`src/rtl/game_round_ctrl_pkg.sv`:
```
// Shared encodings for the round sequencer: FSM states, winner codes and score helpers.
package game_round_ctrl_pkg;

  localparam logic [1:0] GAME_IDLE      = 2'b00;
  localparam logic [1:0] GAME_COUNTDOWN = 2'b01;
  localparam logic [1:0] GAME_PLAY      = 2'b10;
  localparam logic [1:0] GAME_OVER      = 2'b11;

  localparam logic [1:0] WIN_NONE = 2'b00;
  localparam logic [1:0] WIN_P1   = 2'b01;
  localparam logic [1:0] WIN_P2   = 2'b10;
  localparam logic [1:0] WIN_DRAW = 2'b11;

  function automatic logic [7:0] sat_inc(input logic [7:0] v, input logic [7:0] lim);
    return (v >= lim) ? lim : v + 8'd1;
  endfunction

  // Single-player rounds always credit P1.
  function automatic logic [1:0] win_code(input logic two, input logic [7:0] s1,
                                          input logic [7:0] s2);
    if (!two)    return WIN_P1;
    if (s1 > s2) return WIN_P1;
    if (s1 < s2) return WIN_P2;
    return WIN_DRAW;
  endfunction

endpackage

```
`src/rtl/game_round_ctrl_frame_tick_gen.sv`:
```
// Turns the vsync level into a single-clock tick on the clock after its rising edge.
module game_round_ctrl_frame_tick_gen (
  input  logic clk,
  input  logic rst_n,
  input  logic vsync_i,
  output logic tick_o
);

  logic vs_q;
  logic tick_q;

  always_ff @(posedge clk or negedge rst_n) begin
    if (!rst_n) begin
      vs_q   <= 1'b0;
      tick_q <= 1'b0;
    end else begin
      vs_q   <= vsync_i;
      tick_q <= vsync_i & ~vs_q;
    end
  end

  assign tick_o = tick_q;

endmodule

```
`src/rtl/game_round_ctrl.sv`:
```
// Round sequencer: IDLE -> COUNTDOWN -> PLAY -> OVER, owning the HUD timer reset and both scores.
module game_round_ctrl
  import game_round_ctrl_pkg::*;
#(
  parameter int unsigned FRAMES_PER_SEC = 60,
  parameter int unsigned COUNT_SEC      = 3,
  parameter int unsigned OVER_FRAMES    = 300,
  parameter int unsigned SCORE_MAX      = 99
) (
  input  logic       clk,
  input  logic       rst,
  input  logic       vsync_in,
  input  logic       start_btn,
  input  logic       NoOfPlayers,
  input  logic       p1_hit,
  input  logic       p2_hit,
  input  logic       TimeOut,
  output logic       timer_rst_n,
  output logic       play_en,
  output logic [7:0] Player1Score,
  output logic [7:0] Player2Score,
  output logic       players_lat,
  output logic [1:0] countdown,
  output logic [1:0] winner,
  output logic [1:0] state
);

  localparam int unsigned CD_FRAMES = COUNT_SEC * FRAMES_PER_SEC;
  localparam int unsigned CNT_MAX   = (CD_FRAMES > OVER_FRAMES) ? CD_FRAMES : OVER_FRAMES;
  localparam int unsigned CNT_W     = $clog2(CNT_MAX + 1);
  localparam int unsigned SEC_W     = $clog2(FRAMES_PER_SEC + 1);
  localparam logic [7:0]  SMAX      = 8'(SCORE_MAX);

  logic             btn_s1_q, btn_s2_q, btn_s3_q;
  logic             start_evt;
  logic             frame_tick;

  logic [1:0]       state_q, state_d;
  logic [CNT_W-1:0] frame_cnt_q, frame_cnt_d;
  logic [SEC_W-1:0] sec_cnt_q, sec_cnt_d;
  logic [1:0]       countdown_q, countdown_d;
  logic [1:0]       winner_q, winner_d;
  logic [7:0]       p1_q, p1_d, p2_q, p2_d;
  logic             players_q, players_d;
  logic             timer_rst_n_q, timer_rst_n_d;
  logic             play_en_q, play_en_d;

  always_ff @(posedge clk or negedge rst) begin
    if (!rst) begin
      btn_s1_q <= 1'b0;
      btn_s2_q <= 1'b0;
      btn_s3_q <= 1'b0;
    end else begin
      btn_s1_q <= start_btn;
      btn_s2_q <= btn_s1_q;
      btn_s3_q <= btn_s2_q;
    end
  end

  assign start_evt = btn_s2_q & ~btn_s3_q;

  game_round_ctrl_frame_tick_gen u_tick (
    .clk     (clk),
    .rst_n   (rst),
    .vsync_i (vsync_in),
    .tick_o  (frame_tick)
  );

  always_comb begin
    state_d     = state_q;
    frame_cnt_d = frame_cnt_q;
    sec_cnt_d   = sec_cnt_q;
    countdown_d = countdown_q;
    winner_d    = winner_q;
    p1_d        = p1_q;
    p2_d        = p2_q;
    players_d   = players_q;

    case (state_q)
      GAME_IDLE: begin
        if (start_evt) begin
          state_d     = GAME_COUNTDOWN;
          p1_d        = '0;
          p2_d        = '0;
          players_d   = NoOfPlayers;
          frame_cnt_d = '0;
          sec_cnt_d   = '0;
          countdown_d = 2'(COUNT_SEC);
        end
      end
      GAME_COUNTDOWN: begin
        if (frame_tick) begin
          if (frame_cnt_q == CNT_W'(CD_FRAMES - 1)) begin
            state_d     = GAME_PLAY;
            frame_cnt_d = '0;
            sec_cnt_d   = '0;
            countdown_d = '0;
          end else begin
            frame_cnt_d = frame_cnt_q + 1'b1;
            // Seconds tracked by a separate sub-counter to avoid a divider on frame_cnt.
            if (sec_cnt_q == SEC_W'(FRAMES_PER_SEC - 1)) begin
              sec_cnt_d   = '0;
              countdown_d = countdown_q - 2'd1;
            end else begin
              sec_cnt_d = sec_cnt_q + 1'b1;
            end
          end
        end
      end
      GAME_PLAY: begin
        if (p1_hit)              p1_d = sat_inc(p1_q, SMAX);
        if (p2_hit && players_q) p2_d = sat_inc(p2_q, SMAX);
        if (TimeOut) begin
          state_d     = GAME_OVER;
          frame_cnt_d = '0;
          winner_d    = win_code(players_q, p1_d, p2_d);
        end
      end
      default: begin
        if (start_evt || (frame_tick && frame_cnt_q == CNT_W'(OVER_FRAMES - 1))) begin
          state_d     = GAME_IDLE;
          frame_cnt_d = '0;
          winner_d    = WIN_NONE;
        end else if (frame_tick) begin
          frame_cnt_d = frame_cnt_q + 1'b1;
        end
      end
    endcase

    timer_rst_n_d = (state_d == GAME_PLAY) || (state_d == GAME_OVER);
    play_en_d     = (state_d == GAME_PLAY);
  end

  always_ff @(posedge clk or negedge rst) begin
    if (!rst) begin
      state_q       <= GAME_IDLE;
      frame_cnt_q   <= '0;
      sec_cnt_q     <= '0;
      countdown_q   <= '0;
      winner_q      <= WIN_NONE;
      p1_q          <= '0;
      p2_q          <= '0;
      players_q     <= 1'b0;
      timer_rst_n_q <= 1'b0;
      play_en_q     <= 1'b0;
    end else begin
      state_q       <= state_d;
      frame_cnt_q   <= frame_cnt_d;
      sec_cnt_q     <= sec_cnt_d;
      countdown_q   <= countdown_d;
      winner_q      <= winner_d;
      p1_q          <= p1_d;
      p2_q          <= p2_d;
      players_q     <= players_d;
      timer_rst_n_q <= timer_rst_n_d;
      play_en_q     <= play_en_d;
    end
  end

  assign state        = state_q;
  assign countdown    = countdown_q;
  assign winner       = winner_q;
  assign Player1Score = p1_q;
  assign Player2Score = p2_q;
  assign players_lat  = players_q;
  assign timer_rst_n  = timer_rst_n_q;
  assign play_en      = play_en_q;

endmodule

```
`config.mk`:
```
export PLATFORM = sky130hd
export DESIGN_NAME = game_round_ctrl
export DESIGN_NICKNAME = d
export VERILOG_FILES = /design/src/rtl/game_round_ctrl_pkg.sv /design/src/rtl/game_round_ctrl_frame_tick_gen.sv /design/src/rtl/game_round_ctrl.sv
export SDC_FILE = /design/constraint.sdc
export NUM_CORES = 1
export LEC_CHECK = 0
export BUFFER_PORTS_ARGS = -buffer_cell sky130_fd_sc_hd__buf_4
export CAP_MARGIN = 40
export CELL_PAD_IN_SITES_DETAIL_PLACEMENT = 0
export CELL_PAD_IN_SITES_GLOBAL_PLACEMENT = 1
export CORE_MARGIN = 3
export CORE_UTILIZATION = 30
export CTS_CLUSTER_DIAMETER = 120
export DETAILED_ROUTE_END_ITERATION = 6
export PLACE_DENSITY = 0.53
export SLEW_MARGIN = 10
export SYNTH_ARGS = -nofsm -noshare
export SYNTH_HDL_FRONTEND = slang
export SYNTH_HIERARCHICAL = 1
export SYNTH_SLANG_ARGS = --single-unit
```
`constraint.sdc`:
```
create_clock -name clk -period 3.15 [get_ports clk]
set_input_delay 0.1575 -clock clk [delete_from_list [all_inputs] [get_ports clk]]
set_output_delay 0.1575 -clock clk [all_outputs]
set_load 0.1 [all_outputs]
```
==> results of run 1 <==
-- cell type report --
class / count / area share [%]
Sequential cell: 44 / 34.3
Inverter: 8 / 0.931
Clock inverter: 1 / 0.931
Multi-Input combinational cell: 235 / 47.1
Clock buffer: 7 / 2.99
Timing Repair Buffer: 40 / 9.54
Tap cell: 108 / 4.19
-- flip-flops by register name, summed over array words and instances (netlist names) --
register and count:
Player1Score 8, Player2Score 8, btn_s1_q 1, btn_s2_q 1, btn_s3_q 1, countdown 2
frame_cnt_q 9, play_en 1, players_lat 1, sec_cnt_q 6, state 2, u_tick/tick_o 1
u_tick/vs_q 1, winner 2
-- kinds of logic (layout without fill, tap and decap cells) --
logic type               count (synthesis)  after routing  synth area share [%]
multiplexers                             3              3                  1.20
flip-flops                              44             44                  40.7
buffers and inverters                   19             56                  3.23
XOR/XNOR                                 8              8                  2.59
AO/OA/AOI/OAI                          100            100                  24.3
AND/OR/NAND/NOR                        112            112                  22.5
adder cells (fa/ha/maj)                 12             12                  5.55
-- metal layers --
metal | vias to the layer above | wire length, um
met5 | - | 0
met4 | 0 | 46
met3 | 4 | 225
met2 | 36 | 3420
met1 | 1114 | 3530
li1 | 1174 | -
-- cells in the final DEF (no fill, tap or decap), types with 7 or more instances in the layout --
cell and count:
nand2_1 31, ha_1 12, buf_4 37, a22o_1 8
a31oi_1 11, a21oi_1 23, nand3_1 10, dfrtp_1 39
o21ai_0 7, clkbuf_8 7, and3_1 7, nor2_1 19
o21ai_1 22
-- how the worst min path moves through the flow --
stage	from	end	slack (ns)	cells after the start
global route	TimeOut	play_en	0.07	2
detailed placement	rst	Player1Score[0]	0.22	1
global placement	rst	Player1Score[3]	0.22	1
floorplan	rst	Player1Score[0]	-0.14	0
finish	TimeOut	play_en	0.08	2
CTS	TimeOut	play_en	0.07	2
-- power groups by stage --
stage / Combinational, mW / Clock, mW / Sequential [mW]
2_1_floorplan: 0.146 / 0 / 0.689
3_3_place_gp: 0.188 / 0 / 0.708
3_5_place_dp: 0.193 / 0 / 0.708
4_1_cts: 0.196 / 0.513 / 0.697
5_1_grt: 0.224 / 0.528 / 0.709
6_report: 0.194 / 0.488 / 0.697
-- critical path, cell delays in order, from the launching register on --
cell and delay, ns:
dfrtp_2 0.44, ha_1 0.25, or4_1 0.40, a31o_2 0.32, nor2_1 0.15, nor2_1 0.05
a21oi_1 0.13, ha_1 0.26, nor2b_1 0.14, o211ai_1 0.16, a21oi_1 0.10, o31a_1 0.29
a21o_1 0.15
-- repair_timing --
action                                 4_1_cts  5_1_grt
buffers inserted                             0        0
hold buffers                                 3        0
endpoints found under the hold margin       46        0
==> results.txt, run 1 <==
Total Wirelength -> 7230 um
Post-route core utilization -> 36.8%
Area of the multi-input gates -> 1520 um2
Core area -> 8760 um2
Die height -> 101 um
RSZ-0062 raised after global routing -> no
FF+latch area -> 1110 um2
Post-Syn Nets -> 318
GR Util met1 -> 20.2%
Critical Path RT -> 3.34 ns
H-Tree Depth -> 2
Synth Instances -> 298
Power Internal -> 993 uW
Vias -> 2328
TritonCTS clock tree -> yes
Worst slack at placement -> 0.228 ns
Worst r2r dst -> winner[0]
Area delta synth->final -> 19.1%
DP Area -> 3070 um2
DRC viols -> 0
GRT busiest layer -> met2
Initial Util -> 30.9%
M2 GR Usage -> 25.1%
Fin cells -> 443
Gr usage total -> 15.0%
Routed len/inst -> 16.3 um
DPL Wire Length -> 4960 um
Yosys reg bits -> 44
Rel. slew slack -> 53.5%
Nets -> 354
Synth area leaders -> dfrtp_1 41%, ha_1 5.5%, nand2_1 4.3%, a21oi_1 4.3%, o21ai_1 4.1%
Max-Cap Viols -> 0
Post-DRT Antenna Nets -> 0
Most used DFF post-synth -> dfrtp_1
Die area -> 10200 um2
FMAX -> 0.341 GHz
Clk_lat worst skew -> 0.30 ns
Worst-path fanout max -> 7
DIE WIDTH -> 101 um
Final min period -> 2.93 ns
Setup TNS -> 0 ns
Share of post-route cells with drive strength above 1 -> 19.4%
Most frequent cell after synthesis -> dfrtp_1
Crit share post-route -> 93.1%
Syn_area_per_cell -> 9.09 um2
Overall Power -> 1.38 mW
Worst clock skew -> 0.00879 ns
Status -> finished clean
Worst r2r src -> Player2Score[0]
Clock power frac -> 35.4%
Mapped cell area -> 2710 um2
Worst Reg-to-Reg Cells -> 12
Final hold violation count -> 0
WP data arrival -> 3.13 ns
Top cell type's share of synthesized area -> 40.7%
Crit start category -> flop
Top Ports -> 33
RePlAce Congestion -> 0.806
Root Buffer -> clkbuf_8
Static leakage -> 1.43 nW
Total CTS buffers -> 5
First-pass DRT Iterations -> 4
Diodes inserted -> 0
Initial antenna violation count -> 0
Final WS setup -> 0.216 ns
Setup violators final -> 0
Combinational fraction of design power -> 14.1%
Worst hold path type -> input pin to flop
First-pass GRT wire length -> 12300 um
Drt initial violations -> 76
Sequential share of the synthesized area -> 40.7%
Least-Margin Pin Slew -> 0.688 ns
IO Port Bufs -> 32
Sw Share -> 28.0%
EDFF count, synth -> 0
Pwr per Cell Area -> 428 nW/um2
Flop pwr share -> 50.6%
CTS Sinks -> 44
Crit end category -> flop
Clk slew on worst S/H paths -> 0.09 ns
CTS resizes -> 0
Async SR Flop Fraction -> 100%
Setup crit start -> Player2Score[0]
Cell taking the most area after synthesis -> dfrtp_1
Peak supply drop -> 0.170 mV
Worst reg-to-reg setup slack -> 0.22 ns
Met3 global-route usage -> 2.49%
Pin count of the biggest net entering global routing -> 45
Slew Limit Fails -> 0
Final non-filler cell area -> 3230 um2
Crit path to -> winner[0]
Rows -> 34
Commonest cells post-synth -> 44 x dfrtp_1, 31 x nand2_1, 23 x a21oi_1
GRT Residual Overflow -> 0
Ys Warns -> 6
Number of global-route vias before repair -> 2402
Worst-case clock buffer depth -> 2
Vias/cell -> 5.26
Inst Count DP -> 432
Synth unique cells -> 57
WHS -> 0.0785 ns
Filler cells -> 905
Net Sw Power -> 386 uW
Crit Path Class -> flop to flop
Power figures use the tool's default switching activity.
==> inputs of run 2 (changes only) <==
--- a/config.mk
+++ b/config.mk
@@ -10,10 +10,10 @@
 export CELL_PAD_IN_SITES_DETAIL_PLACEMENT = 0
 export CELL_PAD_IN_SITES_GLOBAL_PLACEMENT = 1
 export CORE_MARGIN = 3
-export CORE_UTILIZATION = 30
+export CORE_UTILIZATION = 44
 export CTS_CLUSTER_DIAMETER = 120
 export DETAILED_ROUTE_END_ITERATION = 6
-export PLACE_DENSITY = 0.53
+export PLACE_DENSITY = 0.75
 export SLEW_MARGIN = 10
 export SYNTH_ARGS = -nofsm -noshare
 export SYNTH_HDL_FRONTEND = slang
==> results.txt, run 2 (synthesis gave the netlist of run 1 again) <==
Slew Limit Fails -> 0 (unchanged)
Buf/Inv on CP -> 0 (unchanged)
Most frequent cells in the layout -> 39 x dfrtp_1, 37 x buf_4, 31 x nand2_1
DIE WIDTH -> 84.4 um (-16%)
Clk slew on worst S/H paths -> 0.09 ns (about the same)
Drt initial violations -> 110 (+45%)
Status -> finished clean
Max-Cap Viols -> 0 (unchanged)
Routed len/inst -> 15.7 um (-3.6%)
Final min period -> 2.91 ns (-0.0233 ns)
Pwr per Cell Area -> 419 nW/um2 (-2.0%)
Root Buffer -> clkbuf_8
Peak supply drop -> 0.279 mV (+64%)
CP top delay family -> compound AO/OA/AOI/OAI gates
Initial antenna violation count -> 0 (unchanged)
Max reg flops -> 9 (unchanged)
DP Area -> 3020 um2 (-1.5%)
Setup TNS -> 0 ns (unchanged)
Commonest non-fill, non-tap cell in the layout -> dfrtp_1
Setup bufs post-CTS -> 0 (unchanged)
Pin count of the biggest net entering global routing -> 45 (unchanged)
Clk_lat worst skew -> 0.30 ns (about the same)
Critical Path RT -> 3.34 ns (about the same)
Gr usage total -> 18.6% (+3.6 points)
Nets -> 354 (unchanged)
Die area -> 7130 um2 (-30%)
Worst clock skew -> 0.00966 ns (+0.000875 ns)
Initial Util -> 47.1% (+16 points)
Number of global-route vias before repair -> 2220 (-7.6%)
Setup violators final -> 0 (unchanged)
Vias/cell -> 5.73 (+9.1%)
Die height -> 84.4 um (-16%)
DPL Wire Length -> 4430 um (-11%)
RePlAce Congestion -> 0.794 (-1.5%)
Top Ports -> 33 (unchanged)
Share of post-route cells with drive strength above 1 -> 19.7% (+0.30 points)
Worst hold path type -> input pin to flop
Vias -> 2334 (+0.26%)
Least-Margin Pin Slew -> 0.584 ns (-0.104 ns)
Static leakage -> 1.42 nW (-0.71%)
Filler cells -> 547 (-40%)
Total Wirelength -> 6400 um (-11%)
Area delta synth->final -> 17.3%
Worst-path fanout max -> 7 (unchanged)
Crit Path Class -> flop to flop
Core area -> 5740 um2 (-34%)
Crit end category -> flop
Total CTS buffers -> 5 (unchanged)
TritonCTS clock tree -> yes
Worst-case clock buffer depth -> 2 (unchanged)
RSZ-0062 raised after global routing -> no
Most flop-heavy register -> frame_cnt_q
First-pass DRT Iterations -> 4 (unchanged)
Crit share post-route -> 92.4% (-0.74 points)
CTS Sinks -> 44 (unchanged)
H-Tree Depth -> 2 (unchanged)
Slowest-stage cell, CP -> dfrtp_2
Post-DRT Antenna Nets -> 0 (unchanged)
IO Port Bufs -> 32 (unchanged)
Final hold violation count -> 0 (unchanged)
WP data arrival -> 3.10 ns (-0.03 ns)
Crit-path cells -> ha_2 -> or4_1 -> a31o_4 -> nor2_1 -> nor2_1 -> a21oi_1 -> ha_1 -> nor2b_1 -> o211ai_1 -> a21oi_1 -> o31a_1 -> a21o_1
Final non-filler cell area -> 3180 um2 (-1.5%)
Largest stage delay, worst path -> 0.45 ns (about the same)
Crit start category -> flop
DRC viols -> 0 (unchanged)
Overall Power -> 1.33 mW (-3.4%)
Rows -> 27 (-21%)
Rel. slew slack -> 60.5% (+7.0 points)
First-pass GRT wire length -> 10900 um (-11%)
Diodes inserted -> 0 (unchanged)
FMAX -> 0.344 GHz (+0.80%)
GRT Residual Overflow -> 0 (unchanged)
[run 2: final timing paths]
kind | cells after the start | startpoint | slack (ns) | end
worst max-delay path | 12 | Player2Score[0] | 0.24 | winner[0]
worst min-delay path | 2 | TimeOut | 0.07 | play_en
worst max register to register | 12 | Player2Score[0] | 0.24 | winner[0]
worst min register to register | 0 | btn_s1_q | 0.37 | btn_s2_q
max in group asynchronous | 2 | rst | 2.33 | Player2Score[1]
min in group asynchronous | 2 | rst | 0.39 | Player2Score[7]
[run 2: metrics by stage]
step                      std cells  util (%)  setup slack (ns)  hold slack, ns
after floorplan                 298         -            0.0212          -0.138
after global placement          395      52.5             0.280           0.198
after detailed placement        396      52.7             0.220           0.208
after CTS                       407      55.1             0.196          0.0664
after global routing            407      55.3           0.00721          0.0675
final                           407      55.3             0.239          0.0734
[run 2: final cells by class]
type / instances / area, um2 / share of cell area, %
Clock buffer: 5 / 68.8 / 2.17
Clock inverter: 3 / 42.5 / 1.34
Inverter: 8 / 30.0 / 0.945
Multi-Input combinational cell: 235 / 1530 / 48.2
Sequential cell: 44 / 1110 / 34.9
Tap cell: 72 / 90.1 / 2.84
Timing Repair Buffer: 40 / 308 / 9.69
[run 2: layer usage]
layer / up-vias / routed length (um) / share of wire [%] / global-route usage, %
met3: 9 / 192 / 3.0 / 3.53
met2: 34 / 3060 / 48 / 30.3
met4: 0 / 85 / 1.3 / 5.04
met1: 1119 / 3070 / 48 / 25.5
met5: - / 0 / 0 / 0
li1: 1172 / - / - / -
[run 2: repair_timing]
| item | in CTS | in global routing |
|---|---|---|
| resized for setup | 0 | 2 |
| hold endpoints to repair | 46 | 0 |
| endpoints found under the setup margin | 0 | 1 |
| hold buffers | 3 | 0 |
[run 2: power by group]
part           internal (mW)  switching (mW)
clock                  0.235           0.209
combinational         0.0883           0.104
sequential             0.625          0.0710
==> inputs of run 3 (changes only) <==
--- a/config.mk
+++ b/config.mk
@@ -10,10 +10,10 @@
 export CELL_PAD_IN_SITES_DETAIL_PLACEMENT = 0
 export CELL_PAD_IN_SITES_GLOBAL_PLACEMENT = 1
 export CORE_MARGIN = 3
-export CORE_UTILIZATION = 44
+export CORE_UTILIZATION = 40
 export CTS_CLUSTER_DIAMETER = 120
 export DETAILED_ROUTE_END_ITERATION = 6
-export PLACE_DENSITY = 0.75
+export PLACE_DENSITY = 0.72
 export SLEW_MARGIN = 10
 export SYNTH_ARGS = -nofsm -noshare
 export SYNTH_HDL_FRONTEND = slang
==> constraint.sdc (replaced) <==
create_clock -name clk -period 2.5 [get_ports clk]
set_input_delay 0.125 -clock clk [delete_from_list [all_inputs] [get_ports clk]]
set_output_delay 0.125 -clock clk [all_outputs]
set_load 0.1 [all_outputs]
==> results.txt, run 3 (synthesis gave the netlist of run 1 again) <==
Setup crit start -> Player2Score[1]
Worst-path fanout max -> 5 (-2)
Sw Share -> 29.3% (+0.43 points)
Total CTS buffers -> 5 (unchanged)
FMAX -> 0.365 GHz (+6.2%)
Crit end category -> flop
Die height -> 88.3 um (+4.5%)
Rel. slew slack -> 60.5% (about the same)
WP data arrival -> 2.94 ns (-0.16 ns)
Area delta synth->final -> 26.8%
Initial Util -> 41.9% (-5.2 points)
Post-DRT Antenna Nets -> 0 (unchanged)
Die area -> 7790 um2 (+9.3%)
Final non-filler cell area -> 3430 um2 (+8.0%)
Worst Hold Depth -> 2 (unchanged)
Number of global-route vias before repair -> 2407 (+8.4%)
Final hold violation count -> 0 (unchanged)
Vias -> 2460 (+5.4%)
TritonCTS clock tree -> yes
Clk_lat worst skew -> 0.31 ns (about the same)
Buf/Inv on CP -> 1 (+1)
Combinational fraction of design power -> 15.0% (+0.6 points)
Slew Limit Fails -> 0 (unchanged)
Least-Margin Pin Slew -> 0.592 ns (+0.00797 ns)
Final WS setup -> -0.241 ns (-0.480 ns)
Worst clock skew -> 0.0145 ns (+0.00488 ns)
DP Area -> 3260 um2 (+7.9%)
Nets -> 380 (+7.3%)
Net Sw Power -> 477 uW (+24%)
Overall Power -> 1.63 mW (+22%)
Setup violators final -> 2 (+2)
Worst hold path type -> input pin to flop
CTS Sinks -> 44 (unchanged)
Clock power frac -> 31.1% (-2.3 points)
Max-Cap Viols -> 0 (unchanged)
Initial antenna violation count -> 0 (unchanged)
DIE WIDTH -> 88.3 um (+4.5%)
Largest stage delay, worst path -> 0.50 ns (+0.05 ns)
RSZ-0062 raised after global routing -> yes
Hold endpoint -> play_en
Top Ports -> 33 (unchanged)
Pin count of the biggest net entering global routing -> 45 (unchanged)
Crit share post-route -> 110% (+17 points)
Setup TNS -> -0.414 ns (-0.414 ns)
Total Wirelength -> 6870 um (+7.3%)
GRT Residual Overflow -> 0 (unchanged)
First-pass GRT wire length -> 11600 um (+6.0%)
Drt initial violations -> 109 (-0.91%)
Flop pwr share -> 53.9% (+1.7 points)
Vias/cell -> 5.62 (-2.1%)
Worst-case clock buffer depth -> 2 (unchanged)
Routed len/inst -> 15.7 um (-0.28%)
Slowest-stage cell, CP -> dfrtp_4
Commonest non-fill, non-tap cell in the layout -> buf_4
Worst Reg-to-Reg Cells -> 11 (-1)
Peak supply drop -> 0.416 mV (+49%)
Final min period -> 2.74 ns (-0.170 ns)
Diodes inserted -> 0 (unchanged)
H-Tree Depth -> 2 (unchanged)
Crit-path cells -> ha_4 -> or4_4 -> a31o_4 -> buf_4 -> o21ai_2 -> a21oi_2 -> ha_1 -> o211ai_1 -> a21oi_1 -> o31a_1 -> a21o_1
Power Internal -> 1.15 mW (+22%)
Max reg flops -> 9 (unchanged)
Most flop-heavy register -> frame_cnt_q
Core area -> 6460 um2 (+12%)
Worst r2r src -> Player2Score[1]
CP top delay family -> compound AO/OA/AOI/OAI gates
Static leakage -> 1.54 nW (+8.7%)
Worst r2r dst -> winner[0]
Critical Path RT -> 2.70 ns (-0.64 ns)
Crit Path Class -> flop to flop
Post-route core utilization -> 53.1% (-2.2 points)
Most frequent cells in the layout -> 63 x buf_4, 33 x dfrtp_1, 31 x nand2_1
Gr usage total -> 18.9% (+0.26 points)
Pwr per Cell Area -> 475 nW/um2 (+13%)
Rows -> 29 (+7.4%)
Root Buffer -> clkbuf_8
Worst reg-to-reg setup slack -> -0.24 ns (-0.48 ns)
Hold_sp -> TimeOut
DRC viols -> 0 (unchanged)
DPL Wire Length -> 4830 um (+9.1%)
Failing checks -> setup timing
First-pass DRT Iterations -> 4 (unchanged)
Crit start category -> flop
IO Port Bufs -> 32 (unchanged)
Share of post-route cells with drive strength above 1 -> 29.1% (+9.4 points)
Status -> complete, but fails checks
RePlAce Congestion -> 0.767 (-3.5%)
Clk slew on worst S/H paths -> 0.09 ns (about the same)
[run 3: worst max-delay path by stage]
stage               cells past startpoint   endpoint
finish                                 11  winner[0]
global route                           12  winner[0]
CTS                                    12  winner[0]
detailed placement                     12  winner[0]
global placement                       12  winner[0]
floorplan                              11  winner[0]
[run 3: power groups by stage]
stage          registers (mW)  logic, mW  clock network (mW)
2_1_floorplan           0.868      0.184                   0
3_3_place_gp            0.889      0.235                   0
3_5_place_dp            0.891      0.243                   0
4_1_cts                 0.878      0.247               0.520
5_1_grt                 0.897      0.286               0.554
6_report                0.878      0.245               0.508
[run 3: per-layer routing]
metal  up-vias  global-route usage [%]  share of wire, %
met5         -                       0                 0
met4         0                    5.08               1.0
met3         6                    3.35               4.1
met2        48                    31.8                47
met1      1183                    25.0                48
li1       1223                       -                 -
[run 3: layout make-up]
type / count / area, um2
fillers: 601 / 3030
well taps: 77 / 96.3
multi-input cells: 235 / 1580
repair buffers: 66 / 503
inverters: 8 / 30.0
flip-flops and latches: 44 / 1120
clock buffers: 8 / 100
[run 3: metrics by stage]
step | cells | hold WS [ns] | setup WS (ns)
after CTS | 438 | 0.0373 | -0.228
final | 438 | 0.0418 | -0.241
after global placement | 426 | 0.172 | -0.253
after detailed placement | 426 | 0.176 | -0.284
after floorplan | 298 | -0.171 | -0.438
after global routing | 438 | 0.0316 | -0.378
[run 3: repair_timing]
item,in CTS,in global routing
hold buffers,3,0
setup endpoints to repair,2,2
pin swaps,6,0
setup buffers,1,0
endpoints found under the hold margin,46,0
resized for setup,8,1
[run 3: worst reg2reg max path: stages (launching register included)]
cell and delay [ns]:
dfrtp_4 0.50, ha_4 0.16, or4_4 0.41, a31o_4 0.25, buf_4 0.16, o21ai_2 0.13
a21oi_2 0.08, ha_1 0.31, o211ai_1 0.10, a21oi_1 0.10, o31a_1 0.28, a21o_1 0.14
